$ cat config.mk
export PLATFORM = sky130hd
export DESIGN_NAME = n_bit_serial_subtractor
export DESIGN_NICKNAME = d
export VERILOG_FILES = /design/src/rtl/n_bit_serial_subtractor_pkg.sv /design/src/rtl/n_bit_serial_subtractor_full_subtractor.sv /design/src/rtl/n_bit_serial_subtractor.sv
export SDC_FILE = /design/constraint.sdc
export NUM_CORES = 1
export LEC_CHECK = 0
export ABC_AREA = 1
export BUFFER_PORTS_ARGS = -buffer_cell sky130_fd_sc_hd__buf_4
export CAP_MARGIN = 30
export CORE_ASPECT_RATIO = 2
export CORE_MARGIN = 5
export CORE_UTILIZATION = 44
export CTS_BUF_LIST = sky130_fd_sc_hd__clkbuf_16
export CTS_CLUSTER_SIZE = 30
export DETAILED_ROUTE_END_ITERATION = 8
export PLACE_DENSITY = 0.66
export SLEW_MARGIN = 15
export SYNTH_ARGS = -nofsm -noshare
export SYNTH_HDL_FRONTEND = slang
export SYNTH_HIERARCHICAL = 1
export SYNTH_SLANG_ARGS = --single-unit
$ cat constraint.sdc
create_clock -name CLK -period 7.6 [get_ports CLK]
set_clock_uncertainty 0.15 [all_clocks]
set_input_delay 1.14 -clock CLK [delete_from_list [all_inputs] [get_ports CLK]]
set_output_delay 1.14 -clock CLK [all_outputs]
set_load 0.005 [all_outputs]
$ cat src/rtl/n_bit_serial_subtractor_pkg.sv
// ---------------------------------------------------------------------------
// n_bit_serial_subtractor_pkg
//   Shared definitions for the bit-serial subtractor: FSM state encoding and
//   the width helper for the bit counter.
// ---------------------------------------------------------------------------
package n_bit_serial_subtractor_pkg;

  typedef enum logic [1:0] {
    IDLE = 2'd0,
    BUSY = 2'd1,
    DONE = 2'd2
  } state_t;

  // Counter width needed to count bit positions 0..n-1.
  function automatic int cnt_w(input int n);
    return (n < 2) ? 1 : $clog2(n);
  endfunction

endpackage

$ cat src/rtl/n_bit_serial_subtractor_full_subtractor.sv
// ---------------------------------------------------------------------------
// full_subtractor
//   Combinational 1-bit full subtractor cell: computes A - B - BIN.
//   Ports:
//     A, B  : minuend / subtrahend bits
//     BIN   : incoming borrow
//     DIFF  : difference bit
//     BOUT  : outgoing borrow
// ---------------------------------------------------------------------------
module full_subtractor (
  input  logic A,
  input  logic B,
  input  logic BIN,
  output logic DIFF,
  output logic BOUT
);

  assign DIFF = A ^ B ^ BIN;
  // Borrow when B exceeds A outright, or A == B and a borrow is pending.
  assign BOUT = (~A & B) | (~(A ^ B) & BIN);

endmodule

$ cat src/rtl/n_bit_serial_subtractor.sv
// ---------------------------------------------------------------------------
// n_bit_serial_subtractor
//   Bit-serial N-bit subtractor: OUT = A - B (mod 2^N), one bit per clock,
//   LSB first, with a registered borrow.
//   Ports:
//     CLK, RST              : clock, synchronous active-high reset
//     IN_VALID / IN_READY   : operand handshake (A, B sampled on accept)
//     A, B                  : minuend, subtrahend
//     OUT                   : difference
//     BORROW_OUT            : final borrow (A < B unsigned)
//     OVERFLOW              : signed overflow of A - B
//     OUT_VALID / OUT_READY : result handshake
//   Accept edge t0 -> OUT_VALID after edge t0+N. A new operation is only
//   accepted once the FSM is back in IDLE, giving an interval of N+2 cycles.
// ---------------------------------------------------------------------------
module n_bit_serial_subtractor
  import n_bit_serial_subtractor_pkg::*;
#(
  parameter int N = 32
) (
  input  logic         CLK,
  input  logic         RST,
  input  logic         IN_VALID,
  output logic         IN_READY,
  input  logic [N-1:0] A,
  input  logic [N-1:0] B,
  output logic [N-1:0] OUT,
  output logic         BORROW_OUT,
  output logic         OVERFLOW,
  output logic         OUT_VALID,
  input  logic         OUT_READY
);

  localparam int CNT_W = cnt_w(N);

  state_t             state_q;
  logic [CNT_W-1:0]   cnt_q;
  logic               borrow_q;
  logic [N-1:0]       opa_q;
  logic [N-1:0]       opb_q;
  logic [N-2:0]       res_q;
  logic               sign_a_q;
  logic               sign_b_q;
  logic [N-1:0]       out_q;
  logic               borrow_out_q;
  logic               overflow_q;
  logic               out_valid_q;

  logic               diff_d;
  logic               bout_d;
  logic [N-1:0]       res_d;
  logic               accept;
  logic               last_bit;

  full_subtractor u_fs (
    .A    (opa_q[0]),
    .B    (opb_q[0]),
    .BIN  (borrow_q),
    .DIFF (diff_d),
    .BOUT (bout_d)
  );

  // Result so far with the current bit placed at the MSB; on the last bit
  // this is the complete difference.
  assign res_d    = {diff_d, res_q};
  assign last_bit = (cnt_q == CNT_W'(N - 1));

  // Ready is held low while reset is asserted so no accept can race it.
  assign IN_READY = (state_q == IDLE) && !RST;
  assign accept   = IN_VALID && IN_READY;

  assign OUT        = out_q;
  assign BORROW_OUT = borrow_out_q;
  assign OVERFLOW   = overflow_q;
  assign OUT_VALID  = out_valid_q;

  // Control FSM and registered outputs.
  always_ff @(posedge CLK) begin
    if (RST) begin
      state_q      <= IDLE;
      cnt_q        <= '0;
      borrow_q     <= 1'b0;
      out_q        <= '0;
      borrow_out_q <= 1'b0;
      overflow_q   <= 1'b0;
      out_valid_q  <= 1'b0;
    end else begin
      case (state_q)
        IDLE: begin
          if (accept) begin
            cnt_q    <= '0;
            borrow_q <= 1'b0;
            state_q  <= BUSY;
          end
        end
        BUSY: begin
          borrow_q <= bout_d;
          cnt_q    <= cnt_q + 1'b1;
          if (last_bit) begin
            out_q        <= res_d;
            borrow_out_q <= bout_d;
            // Overflow only possible when signs differ; then the result
            // sign must match the minuend sign.
            overflow_q   <= (sign_a_q != sign_b_q) && (diff_d != sign_a_q);
            out_valid_q  <= 1'b1;
            state_q      <= DONE;
          end
        end
        DONE: begin
          if (OUT_READY) begin
            out_valid_q <= 1'b0;
            state_q     <= IDLE;
          end
        end
        default: state_q <= IDLE;
      endcase
    end
  end

  // Operand and partial-result shift registers; contents are don't-care
  // outside BUSY, so they carry no reset.
  always_ff @(posedge CLK) begin
    if (accept) begin
      opa_q    <= A;
      opb_q    <= B;
      sign_a_q <= A[N-1];
      sign_b_q <= B[N-1];
    end else if (state_q == BUSY) begin
      opa_q <= {1'b0, opa_q[N-1:1]};
      opb_q <= {1'b0, opb_q[N-1:1]};
      res_q <= res_d[N-1:1];
    end
  end

endmodule
==> results of run 1 <==
-- cells by family after synthesis --
| logic type | share of synthesized area (%) |
|---|---|
| AOI/OAI and AO/OA | 4.09 |
| adders and majority gates | 0.837 |
| buffers and inverters | 3.84 |
| DFF | 70.1 |
| and+or+nand+nor | 21.1 |
-- report_power, final --
part / switching, µW / total, µW / internal [µW]
Clock: 315 / 764 / 449
Sequential: 15.0 / 891 / 876
Combinational: 68.3 / 114 / 45.6
-- worst paths after layout --
check | startpoint | end | slack (ns) | depth (start not counted)
worst max-delay path | RST | IN_READY | 4.50 | 3
worst min register to register | res_q[30] | res_q[29] | 0.29 | 0
worst min-delay path | res_q[30] | res_q[29] | 0.29 | 0
worst max register to register | state_q[0] | opa_q[24] | 5.00 | 5
-- worst register-to-register path, cell delays in order (launching register included) --
cell and delay (ns):
dfxtp_1 0.37, inv_2 0.09, nor2_8 0.52, inv_1 0.29, nand2_2 0.13, buf_4 0.64
-- synth_stat cells, drive strengths merged --
| cell | count | share of area (%) |
|---|---|---|
| nand2 | 263 | 19 |
| edfxtp | 97 | 54 |
| a21oi | 43 | 4.0 |
| dfxtp | 43 | 16 |
| buf | 19 | 2.4 |
| inv | 13 | 0.91 |
| nand3 | 11 | 1.1 |
| nor2 | 6 | 0.72 |
| clkbuf | 5 | 0.35 |
| ha | 2 | 0.47 |
| nand3b | 2 | 0.28 |
| clkinv | 1 | 0.16 |
| fa | 1 | 0.37 |
| nand4 | 1 | 0.12 |
| nor3 | 1 | 0.093 |
| o21ai | 1 | 0.093 |
| or2 | 1 | 0.12 |
-- stage by stage --
step           power [µW]  setup WS [ns]
6_report             1770           4.50
5_1_grt              1840           4.44
4_1_cts              1780           4.35
3_5_place_dp         1020           3.95
3_3_place_gp         1020           4.01
2_1_floorplan         971           4.11
-- sequential cells by signal (all words and copies together) (netlist names) --
register / count
OUT: 32
opa_q: 32
opb_q: 32
res_q: 31
cnt_q: 5
state_q: 2
BORROW_OUT: 1
OUT_VALID: 1
OVERFLOW: 1
borrow_q: 1
sign_a_q: 1
sign_b_q: 1
-- final cells by class --
class                   count  area (µm²)  share of cell area (%)
flip-flops and latches    140        3770                    55.7
multi-input cells         332        1400                    20.7
clock buffers              17         425                    6.28
inverters                  14        57.6                   0.850
well taps                 147         184                    2.72
clock inverters            15         123                    1.81
repair buffers            106         808                    11.9
-- layer usage --
metal	wire length [µm]	track usage, %	share of wire (%)	vias to the layer above
met2	5630	25.4	52	115
met3	647	4.67	6.0	13
li1	-	-	-	1875
met5	0	0	0	-
met1	4400	17.9	41	1744
met4	160	5.72	1.5	0
==> metrics.cfg, run 1 <==
[status]
status=finished clean

[drt]
routedWlPerCell_um=14.0
vias_per_cell=4.86
firstDrtPassIters=4
drt_iter0_drc=191
ant_nets=0
vias=3747
drcViolationCount=0
routed_wl_mm=10.8

[clocking]
clk_pin_slew_ns=0.06
cts_resized=0
numCtsBuffers=17
htreeDepth=4
clk_latency_ns=0.41
clock_path_buffers=2
cts.sinks=140
postCtsHoldBufs=0
root_buffer=clkbuf_16
cts_tree=done
cts_setup_buffers=0

[final_layout]
antenna_cells=0
layout_commonest_cell=nand2_1
final_cell_mix=261 x nand2_1, 105 x buf_4, 97 x edfxtp_1
area_delta_synth_final_pct=25.9
n_fill_cell=1094
layout-drive-gt1-share_pct=22.9
instances_no_fill=771
fin_area_mm2=0.00677
final_core_util_pct=56.2
finalNetCount=682

[grt]
grt_max_degree=73
antenna_found_initial=0
grt_pass1_vias=3812
grt_overflow=0
grt_pass1_wl_mm=17.5
grt_usage_pct=15.2

[critical_path]
crit_path_max_fanout=44
crit_slowest_cell=buf_4
path_class=primary input to primary output
critPathMaxStageDelay_ns=0.37
crit_top_cell=buf_4
start_kind=primary input
end_kind=primary output
crit_required_ns=6.31
crit_family=buffers and inverters
path_buf_inv=2
arrival_ns=1.81
crit_path_cell_trace=buf_4 > nor3_1 > buf_4

[power]
power_density_mw_per_mm2=261
cellLeakagePower_uw=0.00282
ir_worst_vdd_uv=164

[placed_design]
placed_area_mm2=0.00621
gp_congestion=0.745
port_buffers=103
placed_cells=738
dp_hpwl_mm=7.03

[die]
ios=104
rows=57
die_x_um=88.2
core_area_mm2=0.0121
die_area_mm2=0.0147
fp.dieH_um=166
start_util_pct=44.6

[timing]
finalHoldViolations=0
min_period_ns=3.10
worst_slew_pin_slew_ns=0.819
fin_crit_sh_pct=40.7
worst_hold_slack_ns=0.295
setup_tns_ns=0
rsz0062_at_grt=no
slew-limit-headroom_pct=45.4
maxSlewViolCount=0
setup_viol=0
fmax_mhz=323

[logic_synthesis]
ys_warn_count=6
syn_area_per_cell_um2=10.5
syn_inst=510
yosysSeqAreaShare_pct=70.1
syn-num-nets=581
netlist_area_mm2=0.00538
synthDistinctLibCells=23
ys_ff_latch=140

[run]
maxCapViolations=0

[worst_hold_path]
hold_path_class=register to register

Power figures use the tool's default switching activity.
==> run 2, diff against run 1 <==
--- a/config.mk
+++ b/config.mk
@@ -5,7 +5,7 @@
 export SDC_FILE = /design/constraint.sdc
 export NUM_CORES = 1
 export LEC_CHECK = 0
-export ABC_AREA = 1
+export ABC_AREA = 0
 export BUFFER_PORTS_ARGS = -buffer_cell sky130_fd_sc_hd__buf_4
 export CAP_MARGIN = 30
 export CORE_ASPECT_RATIO = 2
@@ -14,7 +14,7 @@
 export CTS_BUF_LIST = sky130_fd_sc_hd__clkbuf_16
 export CTS_CLUSTER_SIZE = 30
 export DETAILED_ROUTE_END_ITERATION = 8
-export PLACE_DENSITY = 0.66
+export PLACE_DENSITY = 0.68
 export SLEW_MARGIN = 15
 export SYNTH_ARGS = -nofsm -noshare
 export SYNTH_HDL_FRONTEND = slang
==> constraint.sdc (replaced) <==
create_clock -name CLK -period 2.7 [get_ports CLK]
set_clock_uncertainty 0.15 [all_clocks]
set_input_delay 0.405 -clock CLK [delete_from_list [all_inputs] [get_ports CLK]]
set_output_delay 0.405 -clock CLK [all_outputs]
set_load 0.005 [all_outputs]
==> run 2 against run 1 <==
Clock-buffer cell count stayed put; first-iteration DRC count decreased by 45%; die area is 0.91% lower; non-clock buffer count rose by 3; critical path type is now register to register; worst hold slack lost 0.26 ns; sequential share of layout area shrank 0.41 points; clock power grew to 2.9 times the previous value.
==> metrics.cfg, run 2 <==
[status]
status=finished clean

[grt]
grt_pass1_vias=3383
grt_usage_pct=14.8
antenna_found_initial=0
grt_overflow=0
met1_usage_pct=16.2
use_met3_pct=4.72
use_met2_pct=25.6
grt_pass1_wl_mm=16.1
grt.busiest_layer=met2
grt_max_degree=62

[clocking]
numCtsBuffers=17
cts_tree=done
cts_setup_buffers=0
postCtsHoldBufs=0
clk_latency_ns=0.41
clock_path_buffers=2
clk_pin_slew_ns=0.06
root_buffer=clkbuf_16
htreeDepth=4
cts_resized=0
cts.sinks=140

[logic_synthesis]
synthArstFlopShare_pct=0
synthDistinctLibCells=28
syn_area_per_cell_um2=14.3
syn-num-nets=444
ys_warn_count=6
ys.flop_type=edfxtp_1
synth.area.top_cells=edfxtp_1 55%, dfxtp_1 16%, mux2_2 12%
ys_top_cells_by_count=97 x edfxtp_1, 70 x nand2_1, 59 x mux2_2, 43 x dfxtp_1, 39 x a21oi_1
yosys.area.top_type=edfxtp_1
synth_edf_count=97
netlist_area_mm2=0.00533
synth_top_area_share_pct=54.7
synth_most_common_cell=edfxtp_1
yosysSeqAreaShare_pct=70.8
ys_ff_latch=140
syn_inst=373

[critical_path]
end_kind=register
crit_required_ns=2.89
crit_top_cell=ha_1
path_class=register to register
crit_path_cell_trace=ha_1 > and3_1 > ha_1 > and3b_1 > buf_4 > nand2_1 > a21oi_1
crit_slowest_cell=and3b_1
crit_family=simple AND/OR/NAND/NOR gates
ff2ff_path_depth=7
worst-path-stages=7
start_kind=register
critPathMaxStageDelay_ns=0.43
arrival_ns=2.41
crit_path_max_fanout=25
path_buf_inv=1

[power]
seq_power_share_pct=50.0
combPwrFrac_pct=6.3
clkPwrFrac_pct=43.7
p_int_uw=3930
power_density_mw_per_mm2=737
ir_worst_vdd_uv=488
cellLeakagePower_uw=0.00261
swShare_pct=21.8
power_switching_uw=1100

[run]
maxCapViolations=0

[die]
ios=104
die_area_mm2=0.0145
rows=57
die_x_um=87.8
fp.dieH_um=166
core_area_mm2=0.0121
start_util_pct=44.2

[placed_design]
port_buffers=103
dp_hpwl_mm=7.09
dp_slack_ns=0.457
placed_area_mm2=0.00627
gp_congestion=0.736

[final_layout]
layout_commonest_cell=buf_4
n_fill_cell=1004
area_delta_synth_final_pct=28.1
final_cell_mix=105 x buf_4, 97 x edfxtp_1, 69 x nand2_1
layout-drive-gt1-share_pct=41.7
finalNetCount=550
fin_area_mm2=0.00682
antenna_cells=0

[timing]
setup_viol=0
fin_crit_sh_pct=81.9
slew-limit-headroom_pct=68.0
setup_tns_ns=0
worst_slew_pin_slew_ns=0.479
maxSlewViolCount=0
min_period_ns=2.21
layout_setup_ws_ns=0.488
rsz0062_at_grt=no
finalHoldViolations=0
fmax_mhz=452

[drt]
vias_per_cell=4.93
routedWlPerCell_um=16.0
vias=3152
ant_nets=0
drt_iter0_drc=106
drcViolationCount=0
routed_wl_mm=10.2
firstDrtPassIters=4

[worst_hold_path]
hold_path_class=primary input to register
hold_depth=1

run 2: changes by cell type after synthesis, moves of 3 or more:
cell      previous run  this run
nand2_1            262        70
mux2_2               0        59
buf_4                9         0
clkbuf_1             5        12
inv_1               11         5
a21oi_1             43        39
nand3_1             10         6
and3_1               0         3
mux2_4               0         3
run 2: cell type report:
| cell class | count | area (µm²) | area share [%] |
|---|---|---|---|
| repair buffers | 109 | 868 | 12.7 |
| clock buffers | 17 | 425 | 6.23 |
| clock inverters | 15 | 133 | 1.94 |
| well taps | 147 | 184 | 2.70 |
| inverters | 5 | 18.8 | 0.275 |
| multi-input cells | 206 | 1420 | 20.8 |
| flip-flops and latches | 140 | 3770 | 55.3 |
run 2: routing by layer:
| metal | vias up | routed length, µm |
|---|---|---|
| li1 | 1558 | - |
| met1 | 1504 | 3890 |
| met2 | 79 | 5560 |
| met3 | 11 | 629 |
| met4 | 0 | 155 |
| met5 | - | 0 |
run 2: cell families (layout without fill, tap and decap cells):
group                    Yosys count  after routing  share of synthesized area (%)
AO/OA/AOI/OAI                     46             46                           4.67
multiplexers                      62             62                           13.3
buffers and inverters             27            146                           2.61
adder cells (fa/ha/maj)            3              3                          0.846
AND/OR/NAND/NOR                   95             95                           7.71
flip-flops                       140            140                           70.8
run 2: final timing paths:
path,end,from,slack [ns]
worst max register to register,OUT[12],cnt_q[0],0.49
worst min-delay path,sign_a_q,A[31],0.03
worst max-delay path,OUT[12],cnt_q[0],0.49
worst min register to register,res_q[14],res_q[15],0.30
run 2: stage by stage:
step,cells,utilization [%],hold WS [ns],total power (µW)
6_report,639,56.6,0.0320,5030
2_1_floorplan,373,-,0.276,2740
3_5_place_dp,607,52.0,0.286,2880
4_1_cts,639,56.6,0.0130,5100
3_3_place_gp,607,52.0,0.290,2870
5_1_grt,639,56.6,0.0146,5210
run 2: power by group through the flow:
| stage | combinational [µW] | sequential [µW] | clock (µW) |
|---|---|---|---|
| final | 316 | 2510 | 2200 |
| after global placement | 310 | 2560 | 0 |
| after detailed placement | 325 | 2560 | 0 |
| after floorplan | 200 | 2540 | 0 |
| after global routing | 347 | 2530 | 2340 |
| after CTS | 326 | 2520 | 2260 |
